## src/rtl/vga_timing_pkg.sv

```systemverilog
// Shared VGA 640x480 timing constants and the VRAM port bundle.
// Used by vga_strip_timing, strip_addr_calc, the VRAM wrappers and the game FSM.
// Contents:
//   timing localparams and derived totals (H_TOTAL, V_TOTAL, PREFILL)
//   vram_port_t  : {bank, addr, en} for one VRAM access port
//   mul_h_active : constant multiply by H_ACTIVE built from shifts and adds
package vga_timing_pkg;

    localparam int H_ACTIVE = 640;
    localparam int H_FP     = 16;
    localparam int H_SYNC   = 96;
    localparam int H_BP     = 48;
    localparam int V_ACTIVE = 480;
    localparam int V_FP     = 10;
    localparam int V_SYNC   = 2;
    localparam int V_BP     = 33;
    localparam int STRIP    = 32;
    // STRIP*H_ACTIVE must fit in ADDR_W bits (20480 <= 32768)
    localparam int ADDR_W   = 15;

    localparam int H_TOTAL    = H_ACTIVE + H_FP + H_SYNC + H_BP;
    localparam int V_TOTAL    = V_ACTIVE + V_FP + V_SYNC + V_BP;
    // first vblank line of the prefill window for screen lines 0..STRIP-1
    localparam int PREFILL    = V_TOTAL - STRIP - 1;
    localparam int STRIP_LOG2 = $clog2(STRIP);

    typedef struct packed {
        logic              bank;
        logic [ADDR_W-1:0] addr;
        logic              en;
    } vram_port_t;

    // Sum of shifted copies of row, one per set bit of H_ACTIVE.
    function automatic logic [ADDR_W-1:0] mul_h_active(input logic [ADDR_W-1:0] row);
        logic [ADDR_W-1:0] acc;
        acc = '0;
        for (int i = 0; i < ADDR_W; i++) begin
            if (H_ACTIVE[i]) acc = acc + (row << i);
        end
        return acc;
    endfunction

endpackage

```

## src/rtl/strip_addr_calc.sv

```systemverilog
// Maps a screen (line, col) to a strip VRAM bank and address.
// Ports:
//   line : low bits of the screen line (strip parity bit + line within strip)
//   col  : pixel column
//   bank : strip parity, selects the ping-pong bank
//   addr : (line mod STRIP)*H_ACTIVE + col, truncated to ADDR_W
module strip_addr_calc
    import vga_timing_pkg::*;
(
    input  logic [STRIP_LOG2:0] line,
    input  logic [9:0]          col,
    output logic                bank,
    output logic [ADDR_W-1:0]   addr
);

    assign bank = line[STRIP_LOG2];
    assign addr = mul_h_active(ADDR_W'(line[STRIP_LOG2-1:0])) + ADDR_W'(col);

endmodule

```

## src/rtl/vga_strip_timing.sv

```systemverilog
// Pixel-rate raster timing for 640x480 VGA with two-bank strip VRAM addressing.
// Every output is a register loaded from the decode of the next (hpos, vpos),
// so all outputs line up with the counters with no skew.
// Ports:
//   clk, reset             : pixel clock, synchronous active-high reset
//   hpos, vpos             : raster counters
//   hsync, vsync           : active-low syncs
//   display_on             : visible area
//   rd_bank, rd_addr       : scan-out side of the strip VRAM
//   wr_en, wr_bank, wr_addr: fill side, one strip ahead of scan-out
//   wr_col, wr_line        : screen pixel being filled
//   frame_tick, strip_tick : single-cycle markers
module vga_strip_timing
    import vga_timing_pkg::*;
(
    input  logic              clk,
    input  logic              reset,
    output logic [9:0]        hpos,
    output logic [9:0]        vpos,
    output logic              hsync,
    output logic              vsync,
    output logic              display_on,
    output logic              rd_bank,
    output logic [ADDR_W-1:0] rd_addr,
    output logic              wr_en,
    output logic              wr_bank,
    output logic [ADDR_W-1:0] wr_addr,
    output logic [9:0]        wr_col,
    output logic [8:0]        wr_line,
    output logic              frame_tick,
    output logic              strip_tick
);

    localparam logic [9:0] H_LAST    = 10'(H_TOTAL - 1);
    localparam logic [9:0] V_LAST    = 10'(V_TOTAL - 1);
    localparam logic [9:0] H_ACT     = 10'(H_ACTIVE);
    localparam logic [9:0] V_ACT     = 10'(V_ACTIVE);
    localparam logic [9:0] HS_START  = 10'(H_ACTIVE + H_FP);
    localparam logic [9:0] HS_END    = 10'(H_ACTIVE + H_FP + H_SYNC);
    localparam logic [9:0] VS_START  = 10'(V_ACTIVE + V_FP);
    localparam logic [9:0] VS_END    = 10'(V_ACTIVE + V_FP + V_SYNC);
    localparam logic [9:0] WIN_A_END = 10'(V_ACTIVE - STRIP);
    localparam logic [9:0] PRE_START = 10'(PREFILL);
    localparam logic [9:0] PRE_END   = 10'(PREFILL + STRIP);
    localparam logic [9:0] STRIP_W   = 10'(STRIP);

    logic [9:0]        h_nxt;
    logic [9:0]        v_nxt;
    logic              disp_nxt;
    logic              in_a;
    logic              in_b;
    logic              wr_en_nxt;
    logic [8:0]        wr_line_nxt;
    logic              rd_bank_c;
    logic              wr_bank_c;
    logic [ADDR_W-1:0] rd_addr_c;
    logic [ADDR_W-1:0] wr_addr_c;
    vram_port_t        rd_port;
    vram_port_t        wr_port;

    // Reset forces the decode point to (0,0), so the reset values of every
    // output come out of the same decode logic as normal operation.
    always_comb begin
        h_nxt = hpos + 10'd1;
        v_nxt = vpos;
        if (hpos == H_LAST) begin
            h_nxt = '0;
            v_nxt = (vpos == V_LAST) ? 10'd0 : vpos + 10'd1;
        end
        if (reset) begin
            h_nxt = '0;
            v_nxt = '0;
        end
    end

    assign disp_nxt  = (h_nxt < H_ACT) && (v_nxt < V_ACT);
    // Region A fills one strip ahead of scan-out; region B prefills the
    // first strip of the next frame during vblank.
    assign in_a      = v_nxt < WIN_A_END;
    assign in_b      = (v_nxt >= PRE_START) && (v_nxt < PRE_END);
    assign wr_en_nxt = (h_nxt < H_ACT) && (in_a || in_b);

    always_comb begin
        wr_line_nxt = '0;
        if (wr_en_nxt) begin
            wr_line_nxt = in_a ? 9'(v_nxt + STRIP_W) : 9'(v_nxt - PRE_START);
        end
    end

    strip_addr_calc u_rd_calc (
        .line (v_nxt[STRIP_LOG2:0]),
        .col  (h_nxt),
        .bank (rd_bank_c),
        .addr (rd_addr_c)
    );

    strip_addr_calc u_wr_calc (
        .line (wr_line_nxt[STRIP_LOG2:0]),
        .col  (h_nxt),
        .bank (wr_bank_c),
        .addr (wr_addr_c)
    );

    always_ff @(posedge clk) begin
        hpos       <= h_nxt;
        vpos       <= v_nxt;
        hsync      <= !((h_nxt >= HS_START) && (h_nxt < HS_END));
        vsync      <= !((v_nxt >= VS_START) && (v_nxt < VS_END));
        rd_port    <= '{bank: rd_bank_c, addr: (disp_nxt ? rd_addr_c : '0), en: disp_nxt};
        wr_port    <= '{bank: wr_bank_c, addr: (wr_en_nxt ? wr_addr_c : '0), en: wr_en_nxt};
        wr_col     <= h_nxt;
        wr_line    <= wr_line_nxt;
        frame_tick <= (h_nxt == 10'd0) && (v_nxt == V_ACT);
        strip_tick <= (h_nxt == 10'd0) && (v_nxt[STRIP_LOG2-1:0] == '0) && (v_nxt < V_ACT);
    end

    assign display_on = rd_port.en;
    assign rd_bank    = rd_port.bank;
    assign rd_addr    = rd_port.addr;
    assign wr_en      = wr_port.en;
    assign wr_bank    = wr_port.bank;
    assign wr_addr    = wr_port.addr;

endmodule

```

## config.mk

```make
export PLATFORM = sky130hd
export DESIGN_NAME = vga_strip_timing
export DESIGN_NICKNAME = d
export VERILOG_FILES = /design/src/rtl/vga_timing_pkg.sv /design/src/rtl/strip_addr_calc.sv /design/src/rtl/vga_strip_timing.sv
export SDC_FILE = /design/constraint.sdc
export NUM_CORES = 1
export LEC_CHECK = 0
export ABC_AREA = 0
export BUFFER_PORTS_ARGS = -buffer_cell sky130_fd_sc_hd__buf_2
export CAP_MARGIN = 20
export CORE_ASPECT_RATIO = 1.4
export CORE_MARGIN = 8
export CORE_UTILIZATION = 45
export CTS_CLUSTER_DIAMETER = 50
export DETAILED_ROUTE_END_ITERATION = 6
export GPL_TIMING_DRIVEN = 0
export PLACE_DENSITY = 0.66
export SLEW_MARGIN = 0
export SYNTH_ARGS = -nofsm -noshare
export SYNTH_HDL_FRONTEND = slang
export SYNTH_SLANG_ARGS = --single-unit
```

## constraint.sdc

```tcl
create_clock -name clk -period 5.9 [get_ports clk]
set_input_delay 0 -clock clk [delete_from_list [all_inputs] [get_ports clk]]
set_output_delay 0 -clock clk [all_outputs]
set_load 0.02 [all_outputs]
```

==> flow_metrics.tcl, run 1 <==
set metrics [dict create \
    postSynthAreaPerCell_um2 8.93 \
    pin_count 79 \
    crit_family "compound AO/OA/AOI/OAI gates" \
    clk_latency_ns 0.36 \
    std_cell_rows 36 \
    drv_cap 0 \
    slowest_stage "fa_1" \
    viasPerCell 4.98 \
    gp_congestion 0.840 \
    path_cells "ha_1 -> nand4_1 -> or3_1 -> clkbuf_1 -> o21ai_0 -> nor2_1 -> ha_1 -> a21oi_1 -> nand4_1 -> a221o_1 -> buf_6 -> or2_1 -> fa_1 -> inv_1 -> ha_1 -> a21o_1 -> a21o_1 -> a21o_1 -> a21oi_1 -> xnor3_1 -> nor2_1" \
    worst_pin_slew_ns 0.660 \
    pwr-share-comb_pct 4.1 \
    yosys_warnings 0 \
    dp.cells 536 \
    grt_antenna_before_repair 0 \
    die_y_um 116 \
    holdWs_ns 0.538 \
    ys_top_cells_by_area "dfxtp_1, ha_1, nor2_1, inv_1, xnor2_1" \
    setup_viol 0 \
    drc 0 \
    status "complete, no violations" \
    fin_nets 483 \
    ant_nets 0 \
    max_freq_mhz 184 \
    tritoncts "yes" \
    synth_edf_count 0 \
    synth.top_cell.area_share_pct 40.1 \
    drive_above_1_share_pct 26.7 \
    portBuffers 78 \
    max_stage_delay_ns 0.56 \
    vias 2751 \
    die_w_um 87.8 \
    power.internal_uw 655 \
    syn-instance-count 363 \
    slew_viol_final 0 \
    regArea_um2 1300 \
    final.min_clock_period_ns 5.43 \
    initial_core_util_pct 46.5 \
    drt_wl_total_mm 8.07 \
    ys_types 50 \
    synth_top_area_cell "dfxtp_1" \
    hold_violations 0 \
    drtPass1Iterations 4 \
    p_per_area_nw_per_um2 219 \
    cts_buffers 9 \
    total_power_uw 867 \
    path_buf_inv 3 \
    relSlewSlack_pct 55.6 \
    pwr-share-clk_pct 44.2 \
    drtIter0Drc 105 \
    min_path_type "in2reg" \
    fillers 647 \
    worstPathRequired_ns 6.19 \
    cts-root-buf "clkbuf_8" \
    h-tree-depth 3 \
    cts_buffer_depth 2 \
    clk_pin_slew_ns 0.07 \
    rsz0062_at_grt "no" \
    die_area_um2 10200 \
    startpoint_type "register" \
    fin_tns_setup_ns 0 \
    p_seq_share_pct 51.7 \
    stdcell_count 552 \
    n_antenna_cell 0 \
    multi_input_area_um2 1650 \
    clock_skew_ns 0.0101 \
    arrival_ns 5.72 \
    synth_seq_cells 65 \
    power.leakage_uw 0.00209 \
    synthFlopType "dfxtp_1" \
    grt_pass1_vias 2756 \
    synthArstFlopShare_pct 0 \
    hpwl_mm 6.37 \
    sw_frac_of_total_pct 24.4 \
    overflow 0 \
    coreArea_um2 6980 \
    switchingPower_uw 212 \
    detail_route.wl_per_cell_um 14.6 \
    grt_max_degree 14 \
    crit_path_end_kind "register" \
    synth_nets 394 \
    crit_type "reg2reg" \
    grt_pass1_wl_mm 13.2 \
    cp_max_fo 9 \
    layout-area-overhead-vs-synth_pct 22.1 \
    synth-seq-area-share_pct 40.1 \
    syn-cell-area_um2 3240 \
    min_period_over_period_pct 92.0 \
    vdd_drop_max_mv 0.127 \
    clkSinkCount 65 \
    track_usage_pct 16.9 \
]
## power by group through the flow
stage	sequential, uW	clock [uW]	combinational, uW
4_1_cts	448	396	35.7
5_1_grt	449	417	38.4
3_5_place_dp	458	0	35.0
2_1_floorplan	465	0	15.8
3_3_place_gp	458	0	34.9
6_report	448	383	35.4
## cells in the mapped netlist (4+ instances only)
library cell / instances
a21o_1: 8
a21oi_1: 13
buf_4: 13
clkbuf_1: 4
dfxtp_1: 65
fa_1: 4
ha_1: 25
inv_1: 36
nand2_1: 22
nand3_1: 12
nand4_1: 9
nor2_1: 44
nor2b_1: 4
nor3_1: 13
nor4_1: 6
o21ai_0: 6
or3_1: 4
xnor2_1: 13
xor2_1: 9
## area by class of cell
| cell class | count | area share [%] |
|---|---|---|
| buffer | 22 | 3.98 |
| timing repair buffer | 79 | 10.1 |
| sequential | 65 | 32.9 |
| inverter | 36 | 3.41 |
| multi-input combinational | 239 | 41.5 |
| tap | 95 | 3.00 |
| clock inverter | 7 | 1.96 |
| clock buffer | 9 | 3.13 |
## worst register-to-register path, delay by kind of cell, from the launching register on
kind	cells	cell delay, ns
DFF	1	0.53
buffers and inverters	3	0.38
AOI/OAI and AO/OA	7	1.59
xor gates and xnor gates	1	0.22
adders and majority gates	4	1.48
and+or+nand+nor	6	1.18
## placed cells by master, fill, tap and decap left out, drive strengths merged, types with 3 or more instances in the layout
| cell type | instances |
|---|---|
| buf | 97 |
| dfxtp | 65 |
| nor2 | 44 |
| inv | 38 |
| ha | 25 |
| nand2 | 23 |
| nor3 | 14 |
| xnor2 | 13 |
| a21oi | 13 |
| nand3 | 12 |
| clkbuf | 12 |
| nand4 | 9 |
| xor2 | 9 |
| a21o | 9 |
| o21ai | 8 |
| nor4 | 7 |
| or3 | 4 |
| nor2b | 4 |
| fa | 4 |
| or4 | 4 |
| and2 | 3 |
| o21a | 3 |
| and3 | 3 |
| o31ai | 3 |
| or2 | 3 |
| clkinv | 3 |
## state kept, by name, summed over array words and instances (netlist names), 9 cells and up
register / count
wr_addr: 15
wr_col: 10
wr_line: 9
vpos: 10
rd_addr: 15
## repair_timing
item,in CTS,in global routing
hold endpoints to repair,5,0
hold buffers,1,0
resized for setup,0,0
setup endpoints to repair,0,1
setup buffers,0,0
## layer usage
layer / GRT usage (%) / vias up / wire length (um)
met1: 18.5 / 1251 / 3240
met4: 9.68 / 0 / 240
met5: 0 / - / 0
li1: - / 1398 / -
met2: 28.3 / 82 / 4070
met3: 5.00 / 20 / 522
## cells by family (layout without fill, tap and decap cells)
kind of cell / Yosys count / after routing / share of synthesized area [%]
AO/OA/AOI/OAI: 50 / 50 / 10.8
XOR/XNOR: 23 / 23 / 6.64
AND/OR/NAND/NOR: 137 / 137 / 21.2
buffers and inverters: 59 / 153 / 9.14
adder cells (fa/ha/maj): 29 / 29 / 12.1
flip-flops: 65 / 65 / 40.1
## path summary, 6_finish.rpt
path | cells past startpoint | to | start | slack [ns]
max | 21 | wr_addr[13]$_SDFF_PP0_ | wr_col[0]$_DFF_P_ | 0.47
min | 3 | vpos[1]$_DFF_P_ | reset | 0.54
max reg2reg | 21 | wr_addr[13]$_SDFF_PP0_ | wr_col[0]$_DFF_P_ | 0.47
min reg2reg | 1 | wr_col[0]$_DFF_P_ | wr_col[0]$_DFF_P_ | 0.57
## per-stage QoR
step / setup slack, ns / area (um^2) / utilization, %
floorplan: 0.849 / 3240 / -
global placement: 0.398 / 3750 / 53.7
detailed placement: 0.400 / 3750 / 53.7
CTS: 0.353 / 3960 / 56.8
global route: 0.0123 / 3960 / 56.7
finish: 0.472 / 3960 / 56.7
Power figures use the tool's default switching activity.
==> run 2, diff against run 1 <==
--- a/config.mk
+++ b/config.mk
@@ -14,7 +14,7 @@
 export CTS_CLUSTER_DIAMETER = 50
 export DETAILED_ROUTE_END_ITERATION = 6
 export GPL_TIMING_DRIVEN = 0
-export PLACE_DENSITY = 0.66
+export PLACE_DENSITY_LB_ADDON = 0.2
 export SLEW_MARGIN = 0
 export SYNTH_ARGS = -nofsm -noshare
 export SYNTH_HDL_FRONTEND = slang
==> constraint.sdc (replaced) <==
create_clock -name clk -period 5.9 [get_ports clk]
set_input_delay 0.295 -clock clk [delete_from_list [all_inputs] [get_ports clk]]
set_output_delay 0.295 -clock clk [all_outputs]
set_load 0.02 [all_outputs]
==> flow_metrics.tcl, run 2 (same netlist as run 1, synthesis figures left out) <==
set metrics [dict create \
    setup.worst_path.end "wr_addr[13]$_SDFF_PP0_" \
    max_stage_delay_ns 0.57 \
    layout-area-overhead-vs-synth_pct 22.1 \
    final_cell_mix "buf_2, dfxtp_1, nor2_1, inv_1, ha_1" \
    fin_tns_setup_ns 0 \
    hpwl_mm 6.26 \
    pwr-share-clk_pct 44.4 \
    std_cell_rows 36 \
    min_path_type "in2reg" \
    max_freq_mhz 184 \
    vias 2782 \
    postLayoutCellArea_um2 3960 \
    grt_antenna_before_repair 0 \
    fillers 656 \
    r2r_end "wr_addr[13]$_SDFF_PP0_" \
    crit_type "reg2reg" \
    p_seq_share_pct 51.5 \
    path_cells "ha_1 -> nand4_1 -> clkbuf_1 -> nor4_1 -> xor2_1 -> and2_1 -> clkbuf_1 -> ha_1 -> o21ai_0 -> a221o_1 -> buf_6 -> or2_1 -> fa_1 -> inv_1 -> ha_1 -> a21o_1 -> a21o_1 -> a21o_1 -> a21oi_1 -> xnor3_1 -> nor2_1" \
    cts-resized-gates 0 \
    startpoint_type "register" \
    clock_skew_ns 0.00653 \
    switchingPower_uw 207 \
    grt_pass1_vias 2876 \
    drv_cap 0 \
    grt_pass1_wl_mm 13.2 \
    r2r_slack_ns 0.47 \
    fin_nets 483 \
    worstPathRequired_ns 6.19 \
    drtPass1Iterations 4 \
    cts-root-buf "clkbuf_8" \
    pin_count 79 \
    setup_viol 0 \
    clk_latency_ns 0.35 \
    n_antenna_cell 0 \
    overflow 0 \
    cp-startpoint "wr_col[1]$_DFF_P_" \
    cp_max_fo 10 \
    h-tree-depth 3 \
    die_y_um 116 \
    arrival_ns 5.72 \
    detail_route.wl_per_cell_um 14.7 \
    clk_pin_slew_ns 0.08 \
    drt_wl_total_mm 8.09 \
    track_usage_pct 16.7 \
    ant_nets 0 \
    min_path_cells 2 \
    place_area_um2 3750 \
    power.internal_uw 664 \
    p_per_area_nw_per_um2 220 \
    reg2reg_depth 21 \
    drtIter0Drc 107 \
    hold_violations 0 \
    coreArea_um2 6980 \
    drc 0 \
    die_w_um 87.8 \
    slew_viol_final 0 \
    die_area_um2 10200 \
    clkSinkCount 65 \
    postCtsSetupBuffers 0 \
    drive_above_1_share_pct 26.9 \
    worst_pin_slew_ns 0.643 \
    relSlewSlack_pct 56.8 \
    final_common_cell "buf_2" \
    portBuffers 78 \
    cts_buffer_depth 2 \
    crit_path_end_kind "register" \
    status "complete, no violations" \
    holdWs_ns 0.270 \
    cts_hold_buf 0 \
    viasPerCell 5.04 \
    power.leakage_uw 0.00208 \
    slowest_stage "fa_1" \
    rsz0062_at_grt "no" \
    pwr-share-comb_pct 4.1 \
    sw_frac_of_total_pct 23.8 \
    gp_congestion 0.834 \
    cts_buffers 9 \
    initial_core_util_pct 46.5 \
    min_period_over_period_pct 92.1 \
    tritoncts "yes" \
    grt_max_degree 13 \
    vdd_drop_max_mv 0.111 \
    final.min_clock_period_ns 5.43 \
    r2r-start "wr_col[1]$_DFF_P_" \
]
run 2: changes by cell type in the layout (fill, tap and decap cells not counted), sizes merged:
cell / change
clkbuf: +2
clkinvlp: +1
dlygate4sd3: -1
inv: -2
run 2: worst min path at each step:
stage	startpoint	endpoint
finish	reset	vpos[1]$_DFF_P_
global route	reset	vpos[1]$_DFF_P_
CTS	reset	vpos[1]$_DFF_P_
detailed placement	wr_col[0]$_DFF_P_	wr_col[0]$_DFF_P_
global placement	wr_col[0]$_DFF_P_	wr_col[0]$_DFF_P_
floorplan	reset	vpos[1]$_DFF_P_
run 2: power groups by stage:
stage	Sequential [uW]	Clock [uW]	Combinational, uW
after floorplan	465	0	15.8
after global placement	458	0	35.1
after detailed placement	459	0	35.3
after CTS	448	398	35.5
after global routing	449	417	38.0
final	448	387	35.3
run 2: area by class of cell:
class                           count  area [um^2]  area share [%]
Clock buffer                       10          138            3.48
Inverter                           36          135            3.41
Timing Repair Buffer               78          390            9.86
Buffer                             23          161            4.08
Multi-Input combinational cell    239         1650            41.6
Tap cell                           95          119            3.00
Clock inverter                      6         67.6            1.71
Sequential cell                    65         1300            32.9
run 2: layer usage:
metal	GRT usage [%]	wire, um	vias up
li1	-	-	1398
met1	17.4	3260	1290
met2	29.3	4110	78
met3	4.65	505	16
met4	9.45	206	0
met5	0	0	-
run 2: stage by stage:
stage,utilization (%),power [uW],std cells,setup slack (ns)
after floorplan,-,481,363,0.849
after global placement,53.7,493,536,0.432
after detailed placement,53.7,494,536,0.396
after CTS,56.7,882,552,0.309
after global routing,56.7,905,552,0.0253
final,56.7,871,552,0.468
run 2: critical path, delay by kind of cell (launching register included):
family                     cells  cell delay, ns
AOI/OAI and AO/OA              6            1.28
xor gates and xnor gates       2            0.43
adders and majority gates      4            1.47
buffers and inverters          4            0.76
DFF                            1            0.45
and+or+nand+nor                5            0.97
